===== src/rtl/count_stream_decoder.sv =====
// Purpose : observes a step/down up/down counter bus and recovers its step/down
//           controls from consecutive samples; tracks lock and illegal jumps.
// Latency : decode registered, 1 cycle after the en=1 sampling edge.
// Backpr. : none; en is a pure sample strobe and every strobed sample is consumed.
// Ports   : clk, nrst (async active-low), en (sample strobe), clr (clear err/err_cnt),
//           in[W] (observed counter) -> valid (decode pulse), step, down,
//           locked, err (sticky), err_cnt[ECNT_W] (saturating).
module count_stream_decoder #(
  parameter int W        = 4,
  parameter int LOCK_CNT = 3,
  parameter int ECNT_W   = 8
) (
  input  logic              clk,
  input  logic              nrst,
  input  logic              en,
  input  logic              clr,
  input  logic [W-1:0]      in,
  output logic              valid,
  output logic              step,
  output logic              down,
  output logic              locked,
  output logic              err,
  output logic [ECNT_W-1:0] err_cnt
);

  localparam logic [1:0] S_EMPTY  = 2'd0;
  localparam logic [1:0] S_SYNC   = 2'd1;
  localparam logic [1:0] S_LOCKED = 2'd2;

  // Legal deltas in W-bit wrap arithmetic: +1, +2, -1, -2.
  localparam logic [W-1:0] D_UP1 = W'(1);
  localparam logic [W-1:0] D_UP2 = W'(2);
  localparam logic [W-1:0] D_DN1 = {W{1'b1}};
  localparam logic [W-1:0] D_DN2 = {W{1'b1}} - W'(1);

  // LOCK_CNT is bounded to 15, so a 4-bit run counter always suffices.
  localparam logic [3:0]        LOCK_N   = 4'(LOCK_CNT);
  localparam logic [ECNT_W-1:0] ECNT_MAX = {ECNT_W{1'b1}};
  localparam logic [ECNT_W-1:0] ECNT_ONE = ECNT_W'(1);

  logic [1:0]   state;
  logic [W-1:0] prev;
  logic [3:0]   run;

  logic [W-1:0] diff;
  logic         legal;
  logic         dec_step;
  logic         dec_down;
  logic         same_mode;
  logic [3:0]   run_next;
  logic         decoding;
  logic         illegal;

  assign diff = in - prev;

  always_comb begin
    legal    = 1'b1;
    dec_step = 1'b0;
    dec_down = 1'b0;
    case (diff)
      D_UP1: begin
        dec_step = 1'b0;
        dec_down = 1'b0;
      end
      D_UP2: begin
        dec_step = 1'b1;
        dec_down = 1'b0;
      end
      D_DN1: begin
        dec_step = 1'b0;
        dec_down = 1'b1;
      end
      D_DN2: begin
        dec_step = 1'b1;
        dec_down = 1'b1;
      end
      default: legal = 1'b0;
    endcase
  end

  // step/down registers double as the "previous legal mode"; run != 0 guarantees
  // they hold a decode made since the last illegal sample or reset.
  assign same_mode = (dec_step == step) && (dec_down == down) && (run != 4'd0);

  always_comb begin
    run_next = 4'd1;
    if (same_mode) begin
      run_next = (run >= LOCK_N) ? LOCK_N : run + 4'd1;
    end
  end

  // A decode is only possible once prev has been primed by a first sample.
  assign decoding = en && (state != S_EMPTY);
  assign illegal  = decoding && !legal;

  always_ff @(posedge clk or negedge nrst) begin
    if (!nrst) begin
      state <= S_EMPTY;
      prev  <= '0;
      run   <= 4'd0;
      valid <= 1'b0;
      step  <= 1'b0;
      down  <= 1'b0;
    end else begin
      valid <= 1'b0;
      if (en) begin
        prev <= in;
        if (state == S_EMPTY) begin
          state <= S_SYNC;
          run   <= 4'd0;
        end else if (legal) begin
          valid <= 1'b1;
          step  <= dec_step;
          down  <= dec_down;
          run   <= run_next;
          // A mode change resets run to 1, which also drops a held lock
          // unless LOCK_CNT is 1.
          state <= (run_next == LOCK_N) ? S_LOCKED : S_SYNC;
        end else begin
          run   <= 4'd0;
          state <= S_SYNC;
        end
      end
    end
  end

  // An illegal sample on the same edge as clr takes priority: the count
  // restarts at one instead of zero.
  always_ff @(posedge clk or negedge nrst) begin
    if (!nrst) begin
      err     <= 1'b0;
      err_cnt <= '0;
    end else if (illegal) begin
      err <= 1'b1;
      if (clr) begin
        err_cnt <= ECNT_ONE;
      end else if (err_cnt != ECNT_MAX) begin
        err_cnt <= err_cnt + ECNT_ONE;
      end
    end else if (clr) begin
      err     <= 1'b0;
      err_cnt <= '0;
    end
  end

  assign locked = (state == S_LOCKED);

endmodule


===== config.mk =====
export PLATFORM = sky130hd
export DESIGN_NAME = count_stream_decoder
export DESIGN_NICKNAME = d
export VERILOG_FILES = /design/src/rtl/count_stream_decoder.sv
export SDC_FILE = /design/constraint.sdc
export NUM_CORES = 1
export LEC_CHECK = 0
export CELL_PAD_IN_SITES_DETAIL_PLACEMENT = 0
export CELL_PAD_IN_SITES_GLOBAL_PLACEMENT = 2
export CORE_MARGIN = 1.5
export CORE_UTILIZATION = 36
export DETAILED_ROUTE_END_ITERATION = 7
export PLACE_DENSITY = 0.8
export SKIP_CTS_REPAIR_TIMING = 1
export SLEW_MARGIN = 0
export SYNTH_ARGS = -nofsm -noshare
export SYNTH_HDL_FRONTEND = slang
export SYNTH_SLANG_ARGS = --single-unit

===== constraint.sdc =====
create_clock -name clk -period 5.5 [get_ports clk]
set_input_delay 1.1 -clock clk [delete_from_list [all_inputs] [get_ports clk]]
set_output_delay 1.1 -clock clk [all_outputs]
set_load 0.05 [all_outputs]

* Word level (Yosys, flattened, before mapping) *
Index checks and enable logic that the tools add are counted.

cells by class
  add/sub/neg operators = 3
  $lt $le $gt $ge = 1
  bitwise gates (word level) = 1
  eq/ne operators = 9
  muxes and demuxes = 19
  reduce and logical (&&, ||, !) cells = 15

operators with widths
  cell                                                  number
  two-way mux 8 bit                                     4
  two-way mux 4 bit                                     4
  adder 8 x 1 -> 8 bit (second input constant)          1
  equality test 4 x 2 -> 1 bit (second input constant)  2
  equality test 4 bit (second input constant)           2
  two-way mux 1 bit                                     8
  inequality test 8 bit (second input constant)         1
  two-way mux 2 bit                                     3
  nonzero test 2 bit                                    3
  adder 4 x 1 -> 4 bit (second input constant)          1
  equality test 4 x 1 -> 1 bit (second input constant)  1
  >= comparator 4 x 2 -> 1 bit (second input constant)  1
  logical AND 1 bit                                     4
  nonzero test 4 bit                                    1
  OR reduction 2 bit                                    2
  OR reduction 4 bit                                    1
  subtractor 4 bit                                      1
  AND reduction 3 bit                                   1
  equality test 1 bit                                   2
  equality test 2 bit (second input constant)           1
  zero test 2 bit                                       1
  AND reduction 2 bit                                   1
  zero test 1 bit                                       1
  inverter 1 bit                                        1

storage, ports and cells
  output and inout port bits = 13
  word-level logic and storage cells = 56
  register bits after elaboration = 22

* Longest topological paths before layout *
Gate-level depths: netlist of the first run.

  depth after elaboration = 12
  gate-level depth with buffers = 9
  mapped depth without buffers = 9

* Worst setup path after synthesis of the first run *
No wires, ideal clock.

  path type = input-to-reg
  from = in in[0]
  to = reg err_cnt[3]
  setup time = 0.125 ns
  setup slack = 2.307 ns
  buffers on the path = 1
  arrival = 3.068 ns
  stages = 9
  path through = inv_1 > ha_1 > inv_1 > fa_1 > clkbuf_1 > xor2_1 > o311a_1 > and3_4 > mux2_4

between the ends
  cells in the longest elaborated chain, start to end = 8
  elaborated cells on any way between the ends = 12
  classes of those cells = 1 x add/sub; 4 x eq/ne; 2 x mux; 5 x reduce/logical

RTL lines
  element                                      line  source
  from (decl)                                  17    input logic [W-1:0] in,
  subtractor 4 bit *                           54    assign diff = in - prev;
  equality test 4 bit (tied with other cells)  60    case (diff)
  OR reduction 4 bit (no line) *               -
  two-way mux 1 bit *                          60
  zero test 1 bit *                            94    assign illegal = decoding && !legal;
  logical AND 1 bit *                          94
  nonzero test 2 bit (no line)                 -
  AND reduction 2 bit (no line)                -
  to (signal assigned)                         138   err_cnt <= err_cnt + ECNT_ONE;
  to (decl)                                    23    output logic [ECNT_W-1:0] err_cnt

Mark *: on every way between the ends. The rest lies on a longest branch, timed or not.
A chain may end at the register's enable or synchronous reset.

* Final worst setup path of the first run *
Ends and elaborated chain as after synthesis.

==> reports/metrics.csv, run 1 <==
metric;value;unit
antenna_found_initial;0;
overflow;0;
synth_warnings;0;
leakage;0.718;nW
drc_errors;0;
area_growth;22.0;%
grt_pass1_vias;1105;
slew_violations;0;
synth_nets;153;
fp.dieArea;4220;um^2
ys_types;41;
cts_tree;built;
ant_nets;0;
cp-start-kind;input port;
layout_commonest_cell;dfrtp_1;
ys_seq_area_share;39.8;%
viasPerCell;5.38;
die_y;65.0;um
synth_area_per_cell;10.0;um^2
htreeDepth;1;
crit_fanout;9;
worstHoldPathType;reg -> reg;
finalHoldViolations;0;
worstSetupPathType;in -> reg;
cp.required;5.65;ns
crit_chain;clkdlybuf4s50_1 -> inv_1 -> ha_1 -> inv_1 -> fa_1 -> xor2_1 -> o311a_1 -> and3_4 -> mux2_4;
hpwl;2.15;mm
finalNetCount;175;
synth_cells;138;
fin_util;46.1;%
clk_path_buf_depth;2;
max_slew_margin;30.9;%
cp_common_cell;inv_1;
tns;0;ns
wl;2.89;mm
critPathBufInv;3;
period_needed;3.47;ns
grt_pass1_wl;5.18;mm
r2r-start;prev[0];
fin_crit_sh;63.0;%
dr.first_iter.drc_count;31;
antennaDiodeCount;0;
port_buffers;20;
num_io_pins;21;
endpoint_kind;flop;
cts.sinks;22;
clock-skew-final;0.00289;ns
cap_violations;0;
p_per_area;329;nW/um^2
cts_buffers;3;
worstSetupStartpoint;in[0];
rsz0062_at_grt;no;
fmax;0.288;GHz
layout_common_cells;22 x dfrtp_1, 20 x clkdlybuf4s50_1, 11 x inv_1, 10 x o21ai_0, 9 x nor2_1;
max_stage_delay;0.67;ns
ys_ff_latch;22;
die-width;65.0;um
hold_start;err;
drtPass1Iterations;4;
worstPathArrival;3.62;ns
syn_area;1380;um^2
fillCellCount;366;
critPathTopFamily;adder cells;
clkLatencyLatePin;0.26;ns
vias;1114;
outcome;finished clean;
grt_max_degree;23;
clk_pin_slew;0.08;ns
setup_viol_count_final;0;
vdd_drop_max;208;uV
grt.total_usage;15.6;%
drive_gt1_share;11.3;%
core;3660;um^2
routabilityCongestion;0.830;
initial_core_util;37.8;%
rows;22;
tightest_slew;1.03;ns
wl_per_cell;14.0;um
critPathSlowestCell;fa_1;
cts_root_buf;clkbuf_8;
## Yosys cell counts
| cell | instances | area share, % |
|---|---|---|
| a2111oi_0 | 1 | 0.63 |
| a211oi_1 | 1 | 0.54 |
| a21o_1 | 1 | 0.54 |
| a21oi_1 | 7 | 2.5 |
| a21oi_2 | 1 | 0.63 |
| a22o_1 | 2 | 1.3 |
| a2bb2oi_1 | 1 | 0.63 |
| and3_1 | 3 | 1.4 |
| and3_4 | 1 | 0.81 |
| clkbuf_1 | 3 | 0.81 |
| dfrtp_1 | 22 | 40 |
| fa_1 | 1 | 1.4 |
| ha_1 | 6 | 5.4 |
| inv_1 | 11 | 3.0 |
| mux2_2 | 5 | 4.1 |
| mux2_4 | 1 | 1.1 |
| mux2i_1 | 1 | 0.72 |
| nand2_1 | 6 | 1.6 |
| nand2_2 | 1 | 0.45 |
| nand2b_1 | 2 | 0.90 |
| nand3_1 | 8 | 2.9 |
| nand3b_2 | 1 | 0.81 |
| nand4_1 | 2 | 0.90 |
| nand4b_1 | 3 | 1.9 |
| nor2_1 | 9 | 2.4 |
| nor2b_1 | 6 | 2.7 |
| nor3_1 | 3 | 1.1 |
| nor4_1 | 2 | 0.90 |
| o21a_1 | 1 | 0.54 |
| o21ai_0 | 10 | 3.6 |
| o311a_1 | 1 | 0.72 |
| o311ai_4 | 1 | 1.9 |
| o31ai_1 | 2 | 1.1 |
| o32a_1 | 1 | 0.72 |
| o32ai_1 | 3 | 1.9 |
| or3_1 | 1 | 0.45 |
| xnor2_1 | 2 | 1.3 |
| xnor2_2 | 1 | 1.2 |
| xnor3_1 | 1 | 1.6 |
| xor2_1 | 1 | 0.63 |
| xor2_2 | 2 | 2.4 |
## worst reg2reg max path: stages, from the launching register on
cell     delay [ns]
dfrtp_1        0.36
ha_1           0.16
inv_1          0.05
fa_1           0.67
xor2_1         0.37
o311a_1        0.30
and3_4         0.21
mux2_4         0.28
## sequential cells by signal, indices dropped and copies added (netlist names)
register	flops
valid	1
step	1
run	4
state	2
err_cnt	8
err	1
down	1
prev	4
## worst paths after layout
kind	to	slack (ns)	depth (start not counted)
max in group asynchronous	run[2]	3.48	1
min in group asynchronous	prev[2]	1.40	1
worst max register to register	err_cnt[3]	2.99	7
worst min-delay path	err	0.54	2
worst max-delay path	err_cnt[3]	2.03	9
worst min register to register	err	0.54	2
## kinds of logic after synthesis
group	after synthesis	synth area share [%]
buf+inv	14	3.80
xor+xnor	7	7.06
compound gates	33	17.3
simple gates	48	19.3
fa+ha+maj	7	6.88
mux	7	5.88
flops	22	39.8
## layer usage
metal | track usage, % | part of all wire (%) | wire length [um]
met1 | 20.5 | 48 | 1390
met2 | 26.4 | 48 | 1380
met3 | 2.60 | 2.8 | 80
met4 | 4.52 | 1.4 | 40
met5 | 0 | 0 | 0
## layout make-up
type                       count  area [um^2]  share of cell area (%)
inverter                      11         41.3                    2.45
multi-input combinational    102          779                    46.2
clock buffer                   4         55.1                    3.26
timing repair buffer          20          200                    11.9
sequential                    22          551                    32.6
tap                           48         60.1                    3.56
## through the flow
stage | setup WS, ns | instances | instance area [um^2] | hold slack [ns] | power (mW)
CTS | 2.04 | 207 | 1690 | 0.539 | 0.563
detailed placement | 1.76 | 203 | 1630 | 0.523 | 0.441
global placement | 1.82 | 203 | 1630 | 0.498 | 0.437
floorplan | 2.31 | 138 | 1380 | 0.485 | 0.373
global route | 1.91 | 207 | 1690 | 0.562 | 0.592
finish | 2.03 | 207 | 1690 | 0.535 | 0.555
## power by group
part           switching, mW  internal [mW]
registers             0.0219          0.182
clock network         0.0538         0.0638
logic                  0.143         0.0908
total                  0.218          0.336
(Power assumes the default switching activity.)
==> inputs of run 2 (changes only) <==
CORE_UTILIZATION = 30   (was 36)
PLACE_DENSITY = 0.71   (was 0.8)
clock period = 2.8 ns   (was 5.5 ns; I/O delays follow)
==> run 2 against run 1 <==
Effect of this change:
- register-to-register slack got worse by 2.5 ns
- clock skew increased by 0.0023 ns
- final area increased by 9.6%
- global-route usage decreased by 1.8 points
- cell count increased by 11%
- clock power increased by 98%
- sequential power increased by 97%
- total power increased by 110%
- sequential share of layout area decreased by 2.9 points
- utilization decreased by 3.9 points
==> reports/metrics.csv, run 2 (same netlist as run 1, synthesis figures left out) <==
metric;value;unit
drc_errors;0;
whs_path_depth;2;
internal_power;0.724;mW
p_per_area;637;nW/um^2
cts_root_buf;clkbuf_8;
worstHoldPathType;reg -> reg;
cap_violations;0;
hold_start;err;
layout_common_cells;22 x dfrtp_1, 20 x clkdlybuf4s50_1, 18 x buf_4, 11 x inv_1, 10 x o21ai_0;
cts_buffers;3;
antenna_found_initial;0;
fp.dieArea;5020;um^2
finalPower;1.18;mW
cp-start-kind;input port;
die-width;70.9;um
outcome;finished clean;
port_buffers;20;
worstPathArrival;2.88;ns
rsz0062_at_grt;yes;
max_stage_delay;0.48;ns
finalHoldViolations;0;
initial_core_util;31.5;%
hpwl;2.36;mm
clk_path_buf_depth;2;
rr_endpoint;state[0];
endpoint_kind;flop;
p_switching;0.454;mW
leakage;0.811;nW
pwr-share-comb;46.2;%
rows;24;
r2r_slack;0.50;ns
grt_pass1_vias;1259;
drive_gt1_share;22.6;%
num_io_pins;21;
ff2ff_path_depth;8;
clk_pin_slew;0.09;ns
slew_violations;0;
crit_fanout;3;
cp.required;2.96;ns
clkPwrFrac;19.8;%
fillCellCount;434;
crit_chain;clkdlybuf4s50_1 -> inv_1 -> ha_1 -> inv_1 -> fa_2 -> xor2_2 -> o311a_1 -> and3_4 -> mux2_4;
die_y;70.9;um
viasPerCell;5.22;
grt.total_usage;13.8;%
hold_path_end;err;
htreeDepth;1;
antennaDiodeCount;0;
cts.sinks;22;
fin_crit_sh;97.0;%
cp_common_cell;inv_1;
period_needed;2.72;ns
drtPass1Iterations;5;
core;4380;um^2
fmax;0.368;GHz
routabilityCongestion;0.840;
max_slew_margin;58.4;%
layout_commonest_cell;dfrtp_1;
grt_max_degree;23;
largest_reg_flops;8;
vdd_drop_max;278;uV
wl;3.21;mm
largest_register;err_cnt;
p_seq_share;34.0;%
cts_tree;built;
clock-skew-final;0.00522;ns
grt_pass1_wl;5.69;mm
largestRegisters;err_cnt (8), prev (4), run (4);
area_growth;33.8;%
setup_viol_count_final;0;
overflow;0;
stdcell_count;229;
sw_frac_of_total;38.5;%
clkLatencyLatePin;0.26;ns
placed_cells;224;
dr.first_iter.drc_count;36;
critPathSlowestCell;fa_2;
tightest_slew;0.609;ns
wl_per_cell;14.0;um
r2r-start;prev[2];
worstSetupPathType;in -> reg;
vias;1196;
ant_nets;0;
finalNetCount;193;
run 2: power groups by stage:
stage          Sequential [mW]  Clock, mW  Combinational [mW]
2_1_floorplan            0.500          0               0.233
3_3_place_gp             0.406          0               0.522
3_5_place_dp             0.406          0               0.526
4_1_cts                  0.400      0.242               0.531
5_1_grt                  0.408      0.260               0.591
6_report                 0.401      0.234               0.544
run 2: layer usage:
| layer | share of wire, % | routed length (um) | track usage, % | vias up |
|---|---|---|---|---|
| met2 | 48 | 1540 | 23.1 | 25 |
| met3 | 4.2 | 135 | 3.99 | 4 |
| met4 | 1.0 | 33 | 3.35 | 0 |
| li1 | - | - | - | 576 |
| met1 | 47 | 1500 | 17.8 | 591 |
| met5 | 0 | 0 | 0 | - |
run 2: area by class of cell:
type | count | area [um^2] | share of cell area (%)
Sequential cell | 22 | 551 | 29.8
Multi-Input combinational cell | 102 | 802 | 43.4
Inverter | 11 | 41.3 | 2.23
Clock buffer | 4 | 55.1 | 2.98
Tap cell | 52 | 65.1 | 3.52
Timing Repair Buffer | 38 | 335 | 18.1
run 2: how the worst max path moves through the flow:
stage                      end  depth (start not counted)  startpoint
finish              err_cnt[3]                          9       in[0]
CTS                 err_cnt[3]                          9       in[0]
detailed placement    state[0]                         10       in[0]
floorplan           err_cnt[3]                          9       in[0]
global placement      state[0]                         10       in[0]
global route          state[0]                          8       in[2]
run 2: stage by stage:
stage | utilization [%] | cell area (um^2) | hold slack, ns | setup TNS [ns] | setup slack, ns
floorplan | - | 1380 | 0.264 | 0 | 0.147
global placement | 40.2 | 1760 | 0.504 | -1.61 | -0.203
detailed placement | 40.2 | 1760 | 0.513 | -1.78 | -0.212
CTS | 41.5 | 1820 | 0.528 | 0 | 0.0535
global route | 42.2 | 1850 | 0.547 | -0.0151 | -0.0151
finish | 42.2 | 1850 | 0.522 | 0 | 0.0827
run 2: critical path: cells and delay by family:
| kind | cells | cell delay [ns] |
|---|---|---|
| muxes | 1 | 0.28 |
| adders and majority gates | 2 | 0.68 |
| buffers and inverters | 3 | 0.58 |
| xor gates and xnor gates | 1 | 0.23 |
| and+or+nand+nor | 1 | 0.20 |
| AOI/OAI and AO/OA | 1 | 0.35 |
==> inputs of run 3 (changes only) <==
MAX_ROUTING_LAYER = met4   (was unset)
SLEW_MARGIN = 20   (was 0)
==> run 3 against run 2 <==
Effect of this change:
- combinational power barely moved
- flip-flop and latch count did not move
- count of clock-buffer cells in the layout did not move
- global-route usage rose by 0.42 points
- final area did not move
- critical path depth did not move
==> reports/metrics.csv, run 3 (same netlist as run 1, synthesis figures left out) <==
metric;value;unit
outcome;finished clean;
finalPower;1.18;mW
clk_pin_slew;0.09;ns
layout_common_cells;22 x dfrtp_1, 20 x clkdlybuf4s50_1, 18 x buf_4, 11 x inv_1, 10 x o21ai_0;
cts_root_buf;clkbuf_8;
largestRegisters;err_cnt (8), prev (4), run (4);
setup_viol_count_final;0;
max_slew_margin;58.4;%
rows;24;
hpwl;2.36;mm
cts_buffers;3;
ant_nets;0;
drc_errors;0;
worstSetupPathType;in -> reg;
antennaDiodeCount;0;
num_io_pins;21;
grt.total_usage;14.3;%
die-width;70.9;um
hold_start;err;
grt_pass1_vias;1254;
critPathSlowestCell;fa_2;
regArea;551;um^2
area_growth;33.8;%
initial_core_util;31.5;%
drtPass1Iterations;4;
fp.dieArea;5020;um^2
cp.required;2.96;ns
worstHoldPathType;reg -> reg;
place_area;1760;um^2
core;4380;um^2
crit_fanout;3;
htreeDepth;1;
grt_pass1_wl;5.68;mm
routabilityCongestion;0.853;
cap_violations;0;
antenna_found_initial;0;
drive_gt1_share;22.6;%
period_needed;2.72;ns
p_per_area;637;nW/um^2
final_area;1850;um^2
overflow;0;
rr_endpoint;state[0];
dr.first_iter.drc_count;42;
r2r-start;prev[2];
wl_per_cell;14.0;um
worstPathArrival;2.87;ns
r2r_slack;0.50;ns
grt_max_degree;23;
crit_chain;clkdlybuf4s50_1 -> inv_1 -> ha_1 -> inv_1 -> fa_2 -> xor2_2 -> o311a_1 -> and3_4 -> mux2_4;
highest_layer;met4;
cp-start-kind;input port;
largest_register;err_cnt;
cts_tree;built;
vdd_drop_max;278;uV
ff2ff_path_depth;8;
vias;1194;
wl;3.20;mm
layout_commonest_cell;dfrtp_1;
fillCellCount;434;
fmax;0.368;GHz
met3_length;114;um
tightest_slew;0.609;ns
endpoint_kind;flop;
finalHoldViolations;0;
multiInputGateArea;802;um^2
largest_reg_flops;8;
wl_met2;1.54;mm
hold_path_end;err;
die_y;70.9;um
clk_path_buf_depth;2;
whs_path_depth;2;
wl_met1;1.51;mm
clock-skew-final;0.00538;ns
viasPerCell;5.21;
slew_violations;0;
cts.sinks;22;
port_buffers;20;
rsz0062_at_grt;yes;
clkLatencyLatePin;0.26;ns
max_stage_delay;0.48;ns
cp_common_cell;inv_1;
fin_util;42.2;%
finalNetCount;193;
fin_crit_sh;97.0;%
leakage;0.811;nW
## run 3: cell counts in the layout (fill, tap and decap cells not counted)
Identical to the previous run, type by type.
## run 3: report_power, final
part	leakage [nW]	switching, mW	internal (mW)
combinational	0.501	0.303	0.242
clock	0.0288	0.108	0.125
sequential	0.281	0.0436	0.357
total	0.811	0.454	0.724
## run 3: metrics by stage
step | hold slack, ns | setup slack, ns | setup TNS, ns | std cells
detailed placement | 0.513 | -0.212 | -1.78 | 224
finish | 0.522 | 0.0836 | 0 | 229
floorplan | 0.264 | 0.147 | 0 | 138
global route | 0.547 | -0.0151 | -0.0151 | 229
CTS | 0.528 | 0.0535 | 0 | 228
global placement | 0.504 | -0.203 | -1.61 | 224
## run 3: worst max-delay path by stage
stage               slack (ns)   from  cells after the start    endpoint
floorplan                 0.15  in[0]                      9  err_cnt[3]
global placement         -0.20  in[0]                     10    state[0]
detailed placement       -0.21  in[0]                     10    state[0]
CTS                       0.05  in[0]                      9  err_cnt[3]
global route             -0.02  in[2]                      8    state[0]
finish                    0.08  in[0]                      9  err_cnt[3]
## run 3: final cells by class
cell class	instances	area share, %
Clock buffer	4	2.98
Inverter	11	2.23
Multi-Input combinational cell	102	43.4
Sequential cell	22	29.8
Tap cell	52	3.52
Timing Repair Buffer	38	18.1
## run 3: metal layers
layer / track usage, % / vias up
met5: - / -
met4: 3.35 / 0
met3: 3.85 / 4
met2: 22.9 / 24
met1: 17.9 / 590
li1: - / 576
## run 3: worst max-delay path: cells and delay by family
family                   cells  cell delay [ns]
AND/OR/NAND/NOR              1             0.20
buffers and inverters        3             0.58
multiplexers                 1             0.28
adder cells (fa/ha/maj)      2             0.68
XOR/XNOR                     1             0.23
AO/OA/AOI/OAI                1             0.35
